$ cat config.mk
export PLATFORM = sky130hd
export DESIGN_NAME = femto_localbus_bridge
export DESIGN_NICKNAME = d
export VERILOG_FILES = /design/src/rtl/femto_localbus_bridge_pkg.sv /design/src/rtl/bridge_timeout_cnt.sv /design/src/rtl/femto_localbus_bridge.sv
export SDC_FILE = /design/constraint.sdc
export NUM_CORES = 1
export LEC_CHECK = 0
export CORE_UTILIZATION = 35
export CTS_CLUSTER_DIAMETER = 50
export DETAILED_ROUTE_END_ITERATION = 10
export PLACE_DENSITY = 0.71
export SETUP_SLACK_MARGIN = 0.05
export SLEW_MARGIN = 20
export SYNTH_ARGS = -nofsm -noshare
export SYNTH_HDL_FRONTEND = slang
export SYNTH_SLANG_ARGS = --single-unit
$ cat constraint.sdc
create_clock -name clk -period 2.95 [get_ports clk]
set_input_delay 0.59 -clock clk [delete_from_list [all_inputs] [get_ports clk]]
set_output_delay 0.59 -clock clk [all_outputs]
set_load 0.1 [all_outputs]
$ cat src/rtl/femto_localbus_bridge_pkg.sv
// rtl/femto_localbus_bridge_pkg.sv - shared types and helpers for the FemtoRV32 local-bus bridge
// Purpose: bridge state encoding, default abort read value, local-bus address
// width and the zero-extension rule applied to forwarded CPU addresses.
// Ports: none (package).
package femto_localbus_bridge_pkg;

  localparam int          LB_ADDR_W    = 32;
  localparam logic [31:0] DEF_ERR_DATA = 32'hDEAD_BEEF;

  typedef enum logic [2:0] {
    ST_IDLE,
    ST_RD_REQ,
    ST_RD_WAIT,
    ST_WR_REQ,
    ST_WR_WAIT
  } bridge_state_t;

  // Keep the low 'bits' address bits, zero the rest. For bits >= 32 the
  // shift yields 0 and the subtraction wraps to all ones (full pass-through).
  function automatic logic [LB_ADDR_W-1:0] lb_zext(input logic [LB_ADDR_W-1:0] addr,
                                                   input int unsigned bits);
    logic [LB_ADDR_W-1:0] mask;
    mask = (LB_ADDR_W'(1) << bits) - LB_ADDR_W'(1);
    return addr & mask;
  endfunction

endpackage

$ cat src/rtl/bridge_timeout_cnt.sv
// rtl/bridge_timeout_cnt.sv - saturating wait-cycle counter for the local-bus bridge
// Purpose: counts wait cycles of an outstanding local-bus access and flags
// when the count has reached TIMEOUT.
// Ports:
//   clk, rst  - clock, synchronous active-high reset
//   load      - start a new access: count becomes 1
//   inc       - one more wait cycle; holds at 255 instead of wrapping
//   expired   - count has reached TIMEOUT
module bridge_timeout_cnt #(
  parameter int TIMEOUT = 16
) (
  input  logic clk,
  input  logic rst,
  input  logic load,
  input  logic inc,
  output logic expired
);

  localparam logic [7:0] TMO = 8'(TIMEOUT);

  logic [7:0] cnt_q;

  always_ff @(posedge clk) begin
    if (rst) begin
      cnt_q <= 8'd0;
    end else if (load) begin
      cnt_q <= 8'd1;
    end else if (inc && (cnt_q != 8'hFF)) begin
      cnt_q <= cnt_q + 8'd1;
    end
  end

  assign expired = (cnt_q >= TMO);

endmodule

$ cat src/rtl/femto_localbus_bridge.sv
// rtl/femto_localbus_bridge.sv - FemtoRV32 memory-port responder re-issuing accesses on the local bus
// Purpose: captures selected CPU reads/writes, issues them as single-cycle
// ren/wen requests, stalls the CPU via mem_rbusy/mem_wbusy until rvalid/wready,
// and aborts with ERR_DATA and a sticky bus_err if the slave stays silent.
// Ports:
//   clk, rst                          - clock, synchronous active-high reset
//   sel, mem_addr, mem_wdata,
//   mem_wmask, mem_rstrb              - CPU request side
//   mem_rdata, mem_rbusy, mem_wbusy   - CPU response side
//   waddr, wdata, wen, wstrb, wready  - local-bus write channel
//   raddr, ren, rdata, rvalid         - local-bus read channel
//   bus_err, err_clr                  - sticky timeout flag and its clear
module femto_localbus_bridge
  import femto_localbus_bridge_pkg::*;
#(
  parameter int          ADDR_BITS = 28,
  parameter int          TIMEOUT   = 16,
  parameter logic [31:0] ERR_DATA  = DEF_ERR_DATA
) (
  input  logic        clk,
  input  logic        rst,
  input  logic        sel,
  input  logic [31:0] mem_addr,
  input  logic [31:0] mem_wdata,
  input  logic [3:0]  mem_wmask,
  input  logic        mem_rstrb,
  output logic [31:0] mem_rdata,
  output logic        mem_rbusy,
  output logic        mem_wbusy,
  output logic [31:0] waddr,
  output logic [31:0] wdata,
  output logic        wen,
  output logic [3:0]  wstrb,
  input  logic        wready,
  output logic [31:0] raddr,
  output logic        ren,
  input  logic [31:0] rdata,
  input  logic        rvalid,
  output logic        bus_err,
  input  logic        err_clr
);

  bridge_state_t state_q, state_d;

  logic cap_rd, cap_wr;
  logic rd_done, rd_abort, wr_abort;
  logic cnt_load, cnt_inc, expired;

  bridge_timeout_cnt #(.TIMEOUT(TIMEOUT)) u_tmo (
    .clk     (clk),
    .rst     (rst),
    .load    (cnt_load),
    .inc     (cnt_inc),
    .expired (expired)
  );

  always_ff @(posedge clk) begin
    if (rst) begin
      state_q <= ST_IDLE;
    end else begin
      state_q <= state_d;
    end
  end

  always_comb begin
    state_d  = state_q;
    cap_rd   = 1'b0;
    cap_wr   = 1'b0;
    rd_done  = 1'b0;
    rd_abort = 1'b0;
    wr_abort = 1'b0;
    cnt_load = 1'b0;
    cnt_inc  = 1'b0;
    case (state_q)
      ST_IDLE: begin
        // A write strobe in the same cycle as a read strobe wins; the read is dropped.
        if (sel && (|mem_wmask)) begin
          cap_wr  = 1'b1;
          state_d = ST_WR_REQ;
        end else if (sel && mem_rstrb) begin
          cap_rd  = 1'b1;
          state_d = ST_RD_REQ;
        end
      end
      ST_RD_REQ: begin
        cnt_load = 1'b1;
        if (rvalid) begin
          rd_done = 1'b1;
          state_d = ST_IDLE;
        end else begin
          state_d = ST_RD_WAIT;
        end
      end
      ST_RD_WAIT: begin
        if (rvalid) begin
          rd_done = 1'b1;
          state_d = ST_IDLE;
        end else if (expired) begin
          rd_abort = 1'b1;
          state_d  = ST_IDLE;
        end else begin
          cnt_inc = 1'b1;
        end
      end
      ST_WR_REQ: begin
        cnt_load = 1'b1;
        state_d  = wready ? ST_IDLE : ST_WR_WAIT;
      end
      ST_WR_WAIT: begin
        if (wready) begin
          state_d = ST_IDLE;
        end else if (expired) begin
          wr_abort = 1'b1;
          state_d  = ST_IDLE;
        end else begin
          cnt_inc = 1'b1;
        end
      end
      default: state_d = ST_IDLE;
    endcase
  end

  always_ff @(posedge clk) begin
    if (rst) begin
      mem_rdata <= 32'd0;
      bus_err   <= 1'b0;
      raddr     <= 32'd0;
      waddr     <= 32'd0;
      wdata     <= 32'd0;
      wstrb     <= 4'd0;
    end else begin
      if (cap_rd) begin
        raddr <= lb_zext(mem_addr, ADDR_BITS);
      end
      if (cap_wr) begin
        waddr <= lb_zext(mem_addr, ADDR_BITS);
        wdata <= mem_wdata;
        wstrb <= mem_wmask;
      end
      if (rd_done) begin
        mem_rdata <= rdata;
      end else if (rd_abort) begin
        mem_rdata <= ERR_DATA;
      end
      // A timeout in the same cycle as err_clr keeps the flag set.
      if (rd_abort || wr_abort) begin
        bus_err <= 1'b1;
      end else if (err_clr) begin
        bus_err <= 1'b0;
      end
    end
  end

  assign ren       = (state_q == ST_RD_REQ);
  assign wen       = (state_q == ST_WR_REQ);
  assign mem_rbusy = (state_q == ST_RD_REQ) || (state_q == ST_RD_WAIT);
  assign mem_wbusy = (state_q == ST_WR_REQ) || (state_q == ST_WR_WAIT);

endmodule

=== Word-level counts from Yosys, hierarchy flattened ===
Cells that the tools add are included.

* Register bits after elaboration: 136
* Input port bits: 107
* Output and inout bits: 137
* Word-level logic and storage cells: 62

* Add/sub/neg operators: 1
* Magnitude comparators: 1
* Equality and inequality tests: 6
* Mux-type cells: 31
* Reductions and logical operators: 14

{| class="wikitable"
|+ Operators by type and width
! operator !! count
|-
| $mux 32 || 2
|-
| $mux 1 || 20
|-
| $mux 3 || 6
|-
| $pmux 3 s5 || 1
|-
| $add 8x1->8 const B || 1
|-
| $ge 8x5->1 const B || 1
|-
| $ne 8x8->1 const B || 1
|-
| $eq 3x2->1 const B || 2
|-
| $reduce_bool 2->1 || 3
|-
| $reduce_or 2->1 || 3
|-
| $reduce_or 4->1 || 1
|-
| $eq 3x1->1 const B || 1
|-
| $eq 3x3->1 const B || 1
|-
| $logic_and 1x1->1 || 3
|-
| $logic_not 3->1 || 1
|-
| $logic_or 1x1->1 || 3
|-
| $ne 3x3->1 const B || 1
|-
| $mux 2 || 1
|-
| $pmux 1 s2 || 1
|}

=== Logic depth before layout (Yosys ltp) ===
Gate-level depths: netlist (run 1).

* Depth in word-level cells: 7
* Gate-level depth with buffers: 6
* Gate-level depth less buffers: 4

=== Cells and area by module ===
From an unflattened synthesis (run 1), not the netlist that was laid out.

* Cell total of the unflattened synthesis: 619
* Area total of the unflattened synthesis: 5729.2 um^2

{| class="wikitable"
|+ Modules (own cells, without submodules)
! module !! instances !! cells each !! area an instance (um^2) !! seq. area each (um^2)
|-
| femto_localbus_bridge || 1 || 567 || 5242.5 || 2562.5
|-
| bridge_timeout_cnt || 1 || 52 || 486.7 || 160.2
|}

=== Worst setup path before layout (run 1) ===
No wires, ideal clock.

* Kind: reg-to-output
* Start: register state_q[0]
* End: output mem_rbusy
* Arrival: 2.093 ns
* Data required time: 2.360 ns
* Setup slack: 0.267 ns
* Stages on the path, launching flop included: 4
* Buffers on the path: 1
* Cells stage by stage: dfxtp_1 -> buf_4 -> xor2_1 -> nor2b_1

* Longest elaborated chain between the ends: 2
* Elaborated cells on any way between the ends: 3
* Those cells by class: eq/ne (2); reduce/logical (1)

{| class="wikitable"
|+ RTL lines
! what !! line !! text
|-
| start: declaration || femto_localbus_bridge.sv:43 || <nowiki>bridge_state_t state_q, state_d;</nowiki>
|-
| start signal: assignment || femto_localbus_bridge.sv:61 || <nowiki>state_q <= state_d;</nowiki>
|-
| $eq 3x1->1 / $eq 3x2->1 (equally long branches) || femto_localbus_bridge.sv:156 || <nowiki>assign mem_rbusy = (state_q == ST_RD_REQ) || (state_q == ST_RD_WAIT);</nowiki>
|-
| $logic_or 1x1->1 (*) || femto_localbus_bridge.sv:156 ||
|-
| end: declaration || femto_localbus_bridge.sv:28 || <nowiki>output logic mem_rbusy,</nowiki>
|}

Mark *: on every way between the ends. The rest lies on a longest branch, timed or not.

=== Worst setup path after layout (run 1) ===
* Start: register state_q[0]
* End: output mem_wbusy

* Longest elaborated chain between the ends: 2
* Elaborated cells on any way between the ends: 3
* Those cells by class: eq/ne (2); reduce/logical (1)

{| class="wikitable"
|+ RTL lines
! what !! line !! text
|-
| $eq 3x2->1 / $eq 3x3->1 (equally long branches) || femto_localbus_bridge.sv:157 || <nowiki>assign mem_wbusy = (state_q == ST_WR_REQ) || (state_q == ST_WR_WAIT);</nowiki>
|-
| $logic_or 1x1->1 (*) || femto_localbus_bridge.sv:157 ||
|-
| end: declaration || femto_localbus_bridge.sv:29 || <nowiki>output logic mem_wbusy,</nowiki>
|}

Marked as above.

==> results.json, run 1 <==
{
  "clk_pin_slew_ns": 0.05,
  "grt_usage_pct": 19.00,
  "fin_tns_setup_ns": 0,
  "drtIter0Drc": 278,
  "critPathMaxFanout": 11,
  "place.gp.congestion": 0.7657,
  "finalSetupViolCount": 0,
  "fmax_ghz": 0.4067,
  "hold_violations": 0,
  "core-area_sq_mm": 0.01393,
  "synth_commonest_cells": "190 x nand2_1, 136 x dfxtp_1, 95 x a21oi_1",
  "setup_ws_ns": 0.4914,
  "yosysTopAreaCell": "dfxtp_1",
  "start_util_pct": 35.91,
  "p_seq_share_pct": 36.0,
  "diodes": 0,
  "synth_area_sq_mm": 0.005004,
  "clk_latency_ns": 0.41,
  "grt_pass1_vias": 4484,
  "die_w_um": 121.6,
  "hold_buffers": 0,
  "synth-main-ff-cell": "dfxtp_1",
  "status": "finished, final reports clean",
  "cpPeakStageDelay_ns": 0.57,
  "cp_cell_sequence": "nand2b_1 > a2bb2o_1 > buf_4",
  "power_mw": 5.573,
  "postCtsResizedCells": 0,
  "fin_skew_ns": 0.01018,
  "core.rowCount": 43,
  "synthCells": 567,
  "peakVddDrop_mv": 0.4014,
  "drive_above_1_share_pct": 25.47,
  "leakagePower_nw": 3.172,
  "rsz0062_at_grt": "false",
  "vias": 4746,
  "cts_sinks": 136,
  "ys_seq_elements": 136,
  "switching_share_pct": 33.67,
  "maxSlewHeadroom_pct": 35.02,
  "layout_min_cycle_time_ns": 2.459,
  "cp.required_ns": 2.36,
  "ys_top_cells_by_area": "dfxtp_1 54%, nand2_1 14%, a21oi_1 9.5%, o221a_2 5.4%, buf_6 2.3%",
  "synthDistinctLibCells": 41,
  "cts_max_level": 4,
  "cts_root_buf": "clkbuf_16",
  "grt_pass1_wl_mm": 21.80,
  "multiInputGateArea_sq_mm": 0.001986,
  "ff_latch_area_sq_mm": 0.002723,
  "num-nets-final": 893,
  "pre_cts_slack_ns": 0.4191,
  "grt_antenna_before_repair": 0,
  "viasPerCell": 4.858,
  "portBuffers": 231,
  "combPwrFrac_pct": 25.6,
  "wl_per_cell_um": 14.42,
  "die-area_sq_mm": 0.01478,
  "slew_viol_final": 0,
  "pwr-share-clk_pct": 38.4,
  "syn_avg_cell_area_sq_um": 8.825,
  "drtPass1Iterations": 4,
  "endpoint_kind": "output pin",
  "tightest_slew_ns": 0.9746,
  "async_flop_share_pct": 0,
  "period_share_pct": 83.34,
  "area_delta_synth_final_pct": 52.46,
  "ioPinCount": 244,
  "worst-endpoint-arrival_ns": 1.87,
  "routed_wl_mm": 14.09,
  "grt_overflow": 0,
  "synth-edff-count": 0,
  "remaining_drc_errors": 0,
  "synth_top_area_share_pct": 54.41,
  "dp_hpwl_mm": 9.799,
  "hp-class": "flip-flop to flip-flop",
  "drtAntennaViolNets": 0,
  "criticalPathCategory": "flip-flop to output pin",
  "grt_max_degree": 61,
  "worst_setup_path_start_kind": "flip-flop",
  "yosys_warnings": 0,
  "nFillCells": 1273,
  "cts.path.max_buffers": 2,
  "internal_power_mw": 3.697,
  "max-cap-violations": 0,
  "ys_seq_area_share_pct": 54.41,
  "fp.dieH_um": 121.6,
  "yosysMostFrequentCell": "nand2_1",
  "cpMaxStageDelayCell": "dfxtp_1",
  "power_density_mw_per_mm2": 730.6,
  "cts_tree": "done",
  "switchingPower_mw": 1.877,
  "cts_inserted_buffers": 17,
  "post-cts-setup-buffers": 0
}
==> worst max-delay path, delay by kind of cell, from the launching register on <==
family | cells | cell delay [ns]
compound gates | 1 | 0.32
buf+inv | 1 | 0.29
flops | 1 | 0.57
simple gates | 1 | 0.27
==> worst paths after layout <==
kind	start	end	slack [ns]	depth (start not counted)
worst min register to register	waddr[20]	waddr[20]	0.45	2
worst max register to register	state_q[1]	mem_rdata[18]	0.78	3
worst min-delay path	waddr[20]	waddr[20]	0.45	2
worst max-delay path	state_q[0]	mem_wbusy	0.49	3
==> power by group through the flow <==
| stage | Combinational, mW | Clock (mW) | Sequential (mW) |
|---|---|---|---|
| final | 1.43 | 2.14 | 2.01 |
| after global placement | 1.42 | 0 | 2.04 |
| after global routing | 1.48 | 2.29 | 2.02 |
| after floorplan | 0.348 | 0 | 2.76 |
| after detailed placement | 1.43 | 0 | 2.05 |
| after CTS | 1.43 | 2.19 | 2.01 |
==> placed cells by master (no fill, tap or decap), drive strengths merged, types with 2 or more instances in the layout <==
cell type,count
conb,8
nor2b,2
a21oi,95
clkdlybuf4s50,101
dfxtp,136
nor4,2
and3,4
xor2,2
ha,2
a22oi,8
clkbuf,24
nand3,3
inv,4
nor4b,3
nor3,3
nand2,190
bufinv,3
o221a,24
buf,139
o21ai,6
nand2b,2
clkinv,5
nor2,17
==> metrics by stage <==
step / utilization, % / instances / hold slack [ns] / cell area (sq um)
final: 54.75 / 977 / 0.4542 / 7629
after global routing: 54.75 / 977 / 0.4708 / 7629
after CTS: 54.75 / 977 / 0.4564 / 7629
after detailed placement: 50.44 / 945 / 0.4483 / 7028
after global placement: 50.44 / 945 / 0.4423 / 7028
after floorplan: - / 574 / 0.4582 / 5030
==> routing by layer <==
metal	vias to the layer above	part of all wire (%)	GRT usage (%)
met1	2216	42	22.85
met2	177	47	30.33
met3	26	8.1	6.788
met5	-	0	0
li1	2327	-	-
met4	0	2.4	8.642
==> cells by family (layout without fill, tap and decap cells) <==
family	Yosys count	in the layout	share of synthesized area [%]
and+or+nand+nor	231	231	19.80
muxes	1	1	0.2001
other	1	8	0.07495
DFF	136	136	54.41
xor gates and xnor gates	3	3	0.5252
buffers and inverters	53	276	6.476
AOI/OAI and AO/OA	140	140	18.01
adders and majority gates	2	2	0.5000
==> state kept, by name (all words and copies together), names as in the netlist <==
register / count
wdata: 32
wstrb: 4
mem_rdata: 32
raddr: 28
bus_err: 1
u_tmo.cnt_q: 8
waddr: 28
state_q: 3
==> layout make-up <==
type                       instances  area share [%]
sequential                       136           35.69
timing repair buffer             240           27.26
multi-input combinational        385           26.03
clock buffer                      24           6.315
tap                              180           2.952
clock inverter                     8           1.558
inverter                           4          0.1968
(Power assumes the default switching activity.)
==> run 2, diff against run 1 <==
Clock period 2.95 ns to 2.55 ns, I/O delays scaled along.
==> run 2 against run 1 <==
- clock power up 15%
- cell count is 0.10% higher
- non-clock buffer count rose by 3
- largest cell class unchanged
- critical path type unchanged
==> results.json, run 2 (same netlist as run 1, synthesis figures left out) <==
{
  "start_util_pct": 35.91,
  "leakagePower_nw": 3.202,
  "cts.path.max_buffers": 2,
  "grt_antenna_before_repair": 0,
  "layout.cells.most_common_list": "189 x nand2_1, 136 x dfxtp_1, 134 x buf_4",
  "diodes": 0,
  "maxSlewHeadroom_pct": 30.81,
  "grt_overflow": 0,
  "core-area_sq_mm": 0.01393,
  "endpoint_kind": "output pin",
  "grt_pass1_wl_mm": 21.66,
  "critPathMaxFanout": 12,
  "cts_max_level": 4,
  "clk_pin_slew_ns": 0.05,
  "drtIter0Drc": 261,
  "post-place-cells": 948,
  "worst-endpoint-arrival_ns": 1.82,
  "max-cap-violations": 0,
  "cts_sinks": 136,
  "num-nets-final": 896,
  "postCtsResizedCells": 0,
  "die-area_sq_mm": 0.01478,
  "remaining_drc_errors": 0,
  "grt_usage_pct": 19.00,
  "fin_skew_ns": 0.006895,
  "post-cts-setup-buffers": 0,
  "layout_min_cycle_time_ns": 2.334,
  "die_w_um": 121.6,
  "vias": 4752,
  "finalSetupViolCount": 0,
  "viasPerCell": 4.859,
  "fin_cells": 978,
  "criticalPathCategory": "flip-flop to output pin",
  "fin_tns_setup_ns": 0,
  "core.rowCount": 43,
  "clk_latency_ns": 0.42,
  "grt_max_degree": 104,
  "cts_root_buf": "clkbuf_16",
  "worst_setup_path_start_kind": "flip-flop",
  "status": "finished, final reports clean",
  "drtAntennaViolNets": 0,
  "hp-class": "flip-flop to flip-flop",
  "nFillCells": 1249,
  "grt_pass1_vias": 4377,
  "cp.required_ns": 2.04,
  "area_delta_synth_final_pct": 54.36,
  "hold_violations": 0,
  "rsz0062_at_grt": "false",
  "drive_above_1_share_pct": 25.94,
  "period_share_pct": 91.55,
  "tightest_slew_ns": 1.038,
  "power_density_mw_per_mm2": 837.3,
  "cts_tree": "done",
  "portBuffers": 231,
  "hold_buffers": 0,
  "fp.dieH_um": 121.6,
  "dp_hpwl_mm": 9.687,
  "drtPass1Iterations": 4,
  "final_common_cell": "nand2_1",
  "slew_viol_final": 0,
  "reg.largest.list": "mem_rdata x32, wdata x32",
  "cts_inserted_buffers": 17,
  "wl_per_cell_um": 14.55,
  "place.gp.congestion": 0.7644,
  "ioPinCount": 244,
  "routed_wl_mm": 14.23,
  "fmax_ghz": 0.4284,
  "peakVddDrop_mv": 0.4237
}
## run 2: cell count changes in the layout (fill, tap and decap cells not counted)
cell / change
buf_4: -3
nor2b_2: +1
buf_12: +6
nor2b_1: -1
clkinv_2: -1
clkbuf_1: -2
clkinvlp_4: +1
## run 2: final cells by class
cell class	instances	area (sq um)	share of cell area (%)
flip-flops and latches	136	2723	35.25
repair buffers	243	2177	28.19
multi-input cells	385	1988	25.74
clock buffers	22	474.2	6.140
well taps	180	225.2	2.916
clock inverters	8	121.4	1.571
inverters	4	15.01	0.1944
## run 2: critical path, cell delays in order, from the launching register on
cell	delay [ns]
dfxtp_1	0.55
nand2b_1	0.32
a2bb2o_1	0.36
buf_12	0.18
## run 2: metrics by stage
step                      worst slack (ns)  power, mW  hold slack, ns  utilization (%)  instance area, sq um
after global routing                0.1063      6.698          0.4670            55.43                  7724
after detailed placement            0.2782      4.044          0.4484            51.15                  7128
after CTS                           0.1721      6.533          0.4559            55.43                  7724
after global placement              0.3374      4.022          0.4418            51.15                  7128
final                               0.2156      6.467          0.4520            55.43                  7724
after floorplan                    0.07803      3.599          0.4582                -                  5032
## run 2: per-layer routing
metal  global-route usage (%)  up-vias  wire, um
li1                         -     2330         -
met1                    23.06     2242      6047
met2                    30.18      155      6881
met3                    6.086       25       953
met4                    9.568        0       343
met5                        0        -         0
## run 2: final timing paths
| path | from | endpoint | slack [ns] | depth (start not counted) |
|---|---|---|---|---|
| worst max-delay path | state_q[2] | mem_wbusy | 0.22 | 3 |
| worst min-delay path | waddr[19] | waddr[19] | 0.45 | 2 |
| worst max register to register | state_q[1] | mem_rdata[30] | 0.35 | 3 |
| worst min register to register | waddr[19] | waddr[19] | 0.45 | 2 |
## run 2: power breakdown
group	internal, mW	total [mW]	switching [mW]
logic	0.434	1.67	1.24
clock network	1.60	2.47	0.870
registers	2.25	2.32	0.0726
total	4.28	6.47	2.18
==> run 3, diff against run 2 <==
==> constraint.sdc (replaced) <==
create_clock -name clk -period 2.55 [get_ports clk]
set_input_delay 0.3825 -clock clk [delete_from_list [all_inputs] [get_ports clk]]
set_output_delay 0.3825 -clock clk [all_outputs]
set_load 0.1 [all_outputs]
==> run 3 against run 2 <==
- worst hold slack better by 0.0015 ns
- highest routed layer unchanged
- power is 2.3% higher
- largest power group unchanged
- maximum frequency increased by 5.5%
- via count up 0.29%
- combinational power is essentially flat
- clock power grew 6%
- die area stayed put
- sequential share of layout area is essentially flat
- utilization hardly changed
- first-iteration DRC count is 13% lower
==> results.json, run 3 (same netlist as run 1, synthesis figures left out) <==
{
  "use_met3_pct": 7.491,
  "grt_max_degree": 56,
  "diodes": 0,
  "grt_use_met2_pct": 31.43,
  "cp_cell_sequence": "nand2b_1 > a2bb2o_1 > buf_12",
  "cpPeakStageDelay_ns": 0.55,
  "setup_ws_ns": 0.3375,
  "clk_pin_slew_ns": 0.06,
  "die-area_sq_mm": 0.01478,
  "area_delta_synth_final_pct": 54.29,
  "layout.cells.most_common_list": "189 x nand2_1, 138 x buf_4, 136 x dfxtp_1",
  "hold_violations": 0,
  "dp_hpwl_mm": 9.941,
  "finalSetupViolCount": 0,
  "ioPinCount": 244,
  "max-cap-violations": 0,
  "leakagePower_nw": 3.203,
  "routed_wl_mm": 14.31,
  "slew_viol_final": 0,
  "rsz0062_at_grt": "false",
  "status": "finished, final reports clean",
  "endpoint_kind": "output pin",
  "wl_per_cell_um": 14.60,
  "fin_hold_ws_ns": 0.4536,
  "grt_antenna_before_repair": 0,
  "pre_cts_slack_ns": 0.3484,
  "grt_usage_pct": 19.08,
  "hp-class": "flip-flop to flip-flop",
  "place.gp.congestion": 0.7637,
  "remaining_drc_errors": 0,
  "core-area_sq_mm": 0.01393,
  "worst_setup_path_start_kind": "flip-flop",
  "layout_min_cycle_time_ns": 2.212,
  "ff2ff_path_depth": 3,
  "maxSlewHeadroom_pct": 33.79,
  "postCtsResizedCells": 0,
  "criticalPathCategory": "flip-flop to output pin",
  "grt_pass1_wl_mm": 21.97,
  "hold_buffers": 0,
  "core.rowCount": 43,
  "cp.required_ns": 2.17,
  "cts_max_level": 4,
  "final_util_pct": 55.40,
  "worst-endpoint-arrival_ns": 1.83,
  "peakVddDrop_mv": 0.4913,
  "tightest_slew_ns": 0.9930,
  "cts_sinks": 136,
  "portBuffers": 231,
  "cts.path.max_buffers": 2,
  "viasPerCell": 4.863,
  "num-nets-final": 896,
  "power_density_mw_per_mm2": 857.2,
  "critPathMaxFanout": 12,
  "period_share_pct": 86.76,
  "post-cts-setup-buffers": 0,
  "whs_path_depth": 2,
  "final_common_cell": "nand2_1",
  "grt_overflow": 0,
  "drtAntennaViolNets": 0,
  "fp.dieH_um": 121.6,
  "gr-usage-met1_pct": 21.65,
  "die_w_um": 121.6,
  "clk_latency_ns": 0.42,
  "vias": 4766,
  "grt_most_used_layer": "met2",
  "grt_pass1_vias": 4657,
  "start_util_pct": 35.91,
  "drive_above_1_share_pct": 26.25,
  "cts_root_buf": "clkbuf_16",
  "cpMaxStageDelayCell": "dfxtp_1",
  "cts_inserted_buffers": 17,
  "reg.largest.list": "mem_rdata x32, wdata x32",
  "fin_skew_ns": 0.008829,
  "drtIter0Drc": 228,
  "cts_tree": "done",
  "fmax_ghz": 0.4520,
  "drtPass1Iterations": 4,
  "fin_tns_setup_ns": 0
}
==> run 3: changes by cell type in the layout (fill, tap and decap cells not counted), sizes merged <==
cell and change:
clkinvlp +2, clkbuf -3, bufinv +1, clkinv -1, inv +3
==> run 3: area by class of cell <==
| type | count | area [sq um] |
|---|---|---|
| Fill cell | 1227 | 6215 |
| Clock inverter | 13 | 191.4 |
| Multi-Input combinational cell | 385 | 1986 |
| Inverter | 4 | 15.01 |
| Tap cell | 180 | 225.2 |
| Timing Repair Buffer | 243 | 2127 |
| Clock buffer | 19 | 452.9 |
| Sequential cell | 136 | 2723 |
==> run 3: worst paths after layout <==
| check | slack, ns | to | startpoint |
|---|---|---|---|
| worst min register to register | 0.45 | wdata[0] | wdata[0] |
| worst max register to register | 0.36 | mem_rdata[9] | state_q[1] |
| worst min-delay path | 0.45 | wdata[0] | wdata[0] |
| worst max-delay path | 0.34 | mem_wbusy | state_q[2] |
==> run 3: worst max-delay path: cells and delay by family, from the launching register on <==
kind            cells  cell delay, ns
simple gates        1            0.32
flops               1            0.55
compound gates      1            0.36
buf+inv             1            0.18
==> run 3: through the flow <==
| stage | area, sq um | std cells | total power, mW |
|---|---|---|---|
| 6_report | 7720 | 980 | 6.617 |
| 5_1_grt | 7720 | 980 | 6.855 |
| 4_1_cts | 7720 | 980 | 6.690 |
| 3_5_place_dp | 7076 | 948 | 4.036 |
| 3_3_place_gp | 7076 | 948 | 4.014 |
| 2_1_floorplan | 5030 | 574 | 3.598 |
==> run 3: layer usage <==
metal	routed length, um	up-vias	share of wire (%)
met5	0	-	0
met4	367	0	2.6
met3	1330	27	9.3
met2	6863	197	48
met1	5745	2206	40
li1	-	2336	-
==> run 3: power breakdown <==
part | leakage [nW] | internal (mW) | switching, mW | total, mW
combinational | 1.79 | 0.427 | 1.23 | 1.66
clock | 0.307 | 1.70 | 0.934 | 2.63
sequential | 1.11 | 2.25 | 0.0748 | 2.32
total | 3.20 | 4.37 | 2.24 | 6.62
==> RTL edit 1 (config.mk and constraints of run 3) <==
Put one more register stage on the output `bus_err`, cleared by the reset. The value now appears one clock later. The other outputs are not delayed to match.
--- a/src/rtl/femto_localbus_bridge.sv
+++ b/src/rtl/femto_localbus_bridge.sv
@@ -41,2 +41,4 @@
 );
+
+  logic bus_err_s0;
 
@@ -125,3 +127,3 @@
       mem_rdata <= 32'd0;
-      bus_err   <= 1'b0;
+      bus_err_s0 <= 1'b0;
       raddr     <= 32'd0;
@@ -146,5 +148,5 @@
       if (rd_abort || wr_abort) begin
-        bus_err <= 1'b1;
+        bus_err_s0 <= 1'b1;
       end else if (err_clr) begin
-        bus_err <= 1'b0;
+        bus_err_s0 <= 1'b0;
       end
@@ -158,2 +160,10 @@
 
+  always_ff @(posedge clk) begin
+    if (rst) begin
+      bus_err <= '0;
+    end else begin
+      bus_err <= bus_err_s0;
+    end
+  end
+
 endmodule
Formal check against the unedited RTL: same outputs for any inputs over 4 cycles, from zero or initial values and one cycle with rst high; that may be too few to reach the edited logic, so the function may still have changed.
==> RTL edit 1 against run 3 <==
Non-clock buffer count decreased by 1. Clock skew grew 0.0030 ns. Cell count unchanged. Total power decreased by 5.7%. Synthesized area increased by 0.48%. Sequential cell count grew 1. Sequential share of layout area up 0.57 points. Die area grew 0.47%. Final area fell by 0.86%. First-iteration DRC count up 36%. Routed wire length decreased by 0.23%. Worst setup slack worse by 0.0087 ns. Critical path depth did not move. Critical path type unchanged. Critical endpoint unchanged. Largest cell class unchanged. Largest power group is now registers.
==> RTL edit 1: results (changes against run 3) <==
| Metric | Value |
|---|---|
| Status | finished, final reports clean |
| Number of port buffers | 231 (unchanged) |
| CTS max path bufs | 2 (unchanged) |
| Switching pwr | 2.19 mW (-2.4%) |
| # clk buffers | 23 (+4) |
| Clock skew | 0.0118 ns (+0.00296 ns) |
| Post-synthesis sequential area ratio | 54.6% (+0.14 points) |
| Post-CTS resize count | 0 (unchanged) |
| Initial DRT Pass Iterations | 5 (+1) |
| Num sequential | 137 (+0.74%) |
| Non-clock buffering overhead | 28.0% (+0.47 points) |
| Top cells by count, synth | nand2_1, dfxtp_1, a21oi_1, o221a_2, clkbuf_1 |
| Footprint of the multi-input gates | 0.00199 sq mm (+0.44%) |
| Fillers | 1276 (+4.0%) |
| Vias per inst | 4.91 (+1.0%) |
| GRT Resource Usage Total | 19.0% (-0.081 points) |
| Placed Cells | 949 (+0.11%) |
| Largest net degree at the start of global routing | 61 (+8.9%) |
| Compound-Gate Fraction of Synth Area | 17.9% (-0.085 points) |
| Grt met2 use | 31.8% (+0.39 points) |
| Synth area leaders | dfxtp_1, nand2_1, a21oi_1 |
| Number of global-route vias before repair | 4628 (-0.62%) |
| Post-DP HPWL | 10100 microns (+1.1%) |
| Pleak | 3.17 nW (-1.1%) |
| Worst slew margin | 36.1% (+2.4 points) |
| Fraction of synthesized cell area in xor and xnor cells | 0.523% (-0.0025 points) |
| Drt initial violations | 311 (+36%) |
| Final-layout clock-cell area share | 6.95% (-1.4 points) |
| Hold crit path type | in -> reg |
| Mux contribution to synthesized area | 0.199% (-0.00095 points) |
| Ys flop type | dfxtp_1 |
| Synthesized area per cell | 8.84 sq um (+0.12%) |
| Vias after detailed routing | 4816 (+1.0%) |
| Max VDD drop | 0.509 mV (+3.5%) |
| Reg area | 0.00274 sq mm (+0.74%) |
| Hold path endpoint | u_tmo.cnt_q[0] |
| Crit Reg-Reg Endpoint | mem_rdata[28] |
| Non-clock buffer count | 242 (-0.41%) |
| Routability Congestion | 0.744 (-2.6%) |
| Multi-input gate count | 386 (+0.26%) |
| First-pass GRT wire length | 22000 microns (+0.31%) |
| Metal3 WL | 1360 microns (+2.1%) |
| Met1 wire length | 5690 microns (-0.99%) |
| Hold_sp | rst |
| Routed len/inst | 14.6 microns (-0.23%) |
| Nets | 897 (+0.11%) |
| Met1 usage | 21.8% (+0.13 points) |
==> RTL edit 1: cell count changes after synthesis <==
cell,run 3,this run
nor2b_1,2,3
buf_2,7,8
dfxtp_1,136,137
buf_4,11,10
and2_1,0,1
and2_0,1,0
==> RTL edit 1: per-stage QoR <==
step                      power (mW)  worst slack, ns  instance area, sq um  utilization [%]  hold WS [ns]
after floorplan                 3.61            0.107                  5060                -         0.439
after detailed placement        4.06            0.262                  7120             51.1         0.447
after global routing            6.47            0.206                  7650             54.9         0.344
final                           6.24            0.329                  7650             54.9         0.343
after CTS                       6.29            0.302                  7650             54.9         0.340
after global placement          4.03            0.321                  7120             51.1         0.443
==> RTL edit 1: how the worst max path moves through the flow <==
| stage | startpoint | end |
|---|---|---|
| global route | state_q[2] | mem_wbusy |
| global placement | mem_wmask[0] | waddr[18] |
| CTS | state_q[2] | mem_wbusy |
| floorplan | state_q[2] | state_q[2] |
| detailed placement | mem_wmask[0] | waddr[18] |
| finish | state_q[2] | mem_wbusy |
==> RTL edit 2 (flow settings as in run 3) <==
Made on the original files. `TIMEOUT` is set to 16 in 2 places; all go to 8.
--- a/src/rtl/bridge_timeout_cnt.sv
+++ b/src/rtl/bridge_timeout_cnt.sv
@@ -9,3 +9,3 @@
 module bridge_timeout_cnt #(
-  parameter int TIMEOUT = 16
+  parameter int TIMEOUT = 8
 ) (
--- a/src/rtl/femto_localbus_bridge.sv
+++ b/src/rtl/femto_localbus_bridge.sv
@@ -16,3 +16,3 @@
   parameter int          ADDR_BITS = 28,
-  parameter int          TIMEOUT   = 16,
+  parameter int          TIMEOUT   = 8,
   parameter logic [31:0] ERR_DATA  = DEF_ERR_DATA
Formal check against the unedited RTL: same outputs for any inputs over 4 cycles, from zero or initial values and one cycle with rst high; that may be too few to reach the edited logic, so the function may still have changed.
==> RTL edit 2 against run 3 <==
Sequential cell count did not move. Total power fell by 0.84%. Critical path type unchanged. Count of clock-buffer cells in the layout rose by 1. Final area rose by 1.6%. Routed wire length fell by 1.9%. Register-to-register slack improved by 0.09 ns. Sequential share of layout area fell by 0.56 points. Synthesized area rose by 0.88%. Worst setup slack got worse by 0.052 ns.
==> RTL edit 2: results (changes against run 3) <==
| Metric | Value |
|---|---|
| Synthesized area per cell | 8.13 sq um (-7.9%) |
| Final-layout clock-cell area share | 8.02% (-0.32 points) |
| Pleak | 3.22 nW (+0.42%) |
| Fillers | 1329 (+8.3%) |
| Final setup margin | 0.285 ns (-0.0521 ns) |
| Clock skew | 0.00965 ns (+0.000816 ns) |
| Status | finished, final reports clean |
| Drt initial violations | 294 (+29%) |
| Non-clock buffer count | 242 (-0.41%) |
| Post-synthesis sequential area ratio | 53.9% (-0.47 points) |
| Largest net degree at the start of global routing | 88 (+57%) |
| R2R depth | 5 (+2) |
| Footprint of the multi-input gates | 0.00201 sq mm (+1.0%) |
| Hold_sp | u_tmo.cnt_q[7] |
| Total Wirelength | 14000 microns (-1.9%) |
| Reg2reg setup slack | 0.45 ns (+0.09 ns) |
| Post-DP HPWL | 9280 microns (-6.6%) |
| # clk buffers | 20 (+1) |
| GRT Resource Usage Total | 19.2% (+0.10 points) |
| Hold path depth | 1 (-1) |
| Crit Reg-Reg Endpoint | u_tmo.cnt_q[1] |
| Hold path endpoint | u_tmo.cnt_q[7] |
| CP peak stage delay | 0.48 ns (-0.07 ns) |
| Syn Std Cell Area | 0.00505 sq mm (+0.88%) |
| CP Max Fanout | 9 (-3) |
| Nets | 947 (+5.7%) |
| Max VDD drop | 0.622 mV (+27%) |
| Crit path DAT | 1.88 ns (+0.05 ns) |
| Routability Congestion | 0.740 (-3.1%) |
| Worst r2r src | state_q[2] |
| Vias per inst | 4.70 (-3.4%) |
| Worst Setup SP | state_q[0] |
| Multi-input gate count | 413 (+7.3%) |
| Number of global-route vias before repair | 4477 (-3.9%) |
| Layout cells sized above 1 | 20.9% (-5.3 points) |
| Vias after detailed routing | 4840 (+1.6%) |
| Top cells by count, synth | nand2_1, dfxtp_1, a21oi_1, clkbuf_1, inv_1 |
| Hold WS | 0.450 ns (-0.00316 ns) |
==> RTL edit 2: cell types whose count changed after synthesis, moves of 7 or more <==
| cell | delta |
|---|---|
| o221a_2 | -24 |
| buf_6 | -8 |
| a211oi_1 | +25 |
| a21oi_1 | +7 |
| clkbuf_1 | +8 |
| inv_1 | +24 |
| nor2_1 | +11 |
| nand3_1 | +7 |
==> RTL edit 2: layer usage <==
metal	vias to the layer above	track usage, %	part of all wire [%]
met2	203	30.3	46
met3	20	7.12	9.0
met4	0	7.55	1.7
li1	2455	-	-
met1	2162	23.6	43
met5	-	0	0
==> RTL edit 2: cell families after synthesis <==
logic type | count (synthesis) | synth area share, %
AND/OR/NAND/NOR | 255 | 20.9
AO/OA/AOI/OAI | 145 | 17.0
flip-flops | 136 | 53.9
buffers and inverters | 79 | 7.06
adder cells (fa/ha/maj) | 2 | 0.496
multiplexers | 2 | 0.397
other | 1 | 0.0743
XOR/XNOR | 1 | 0.174
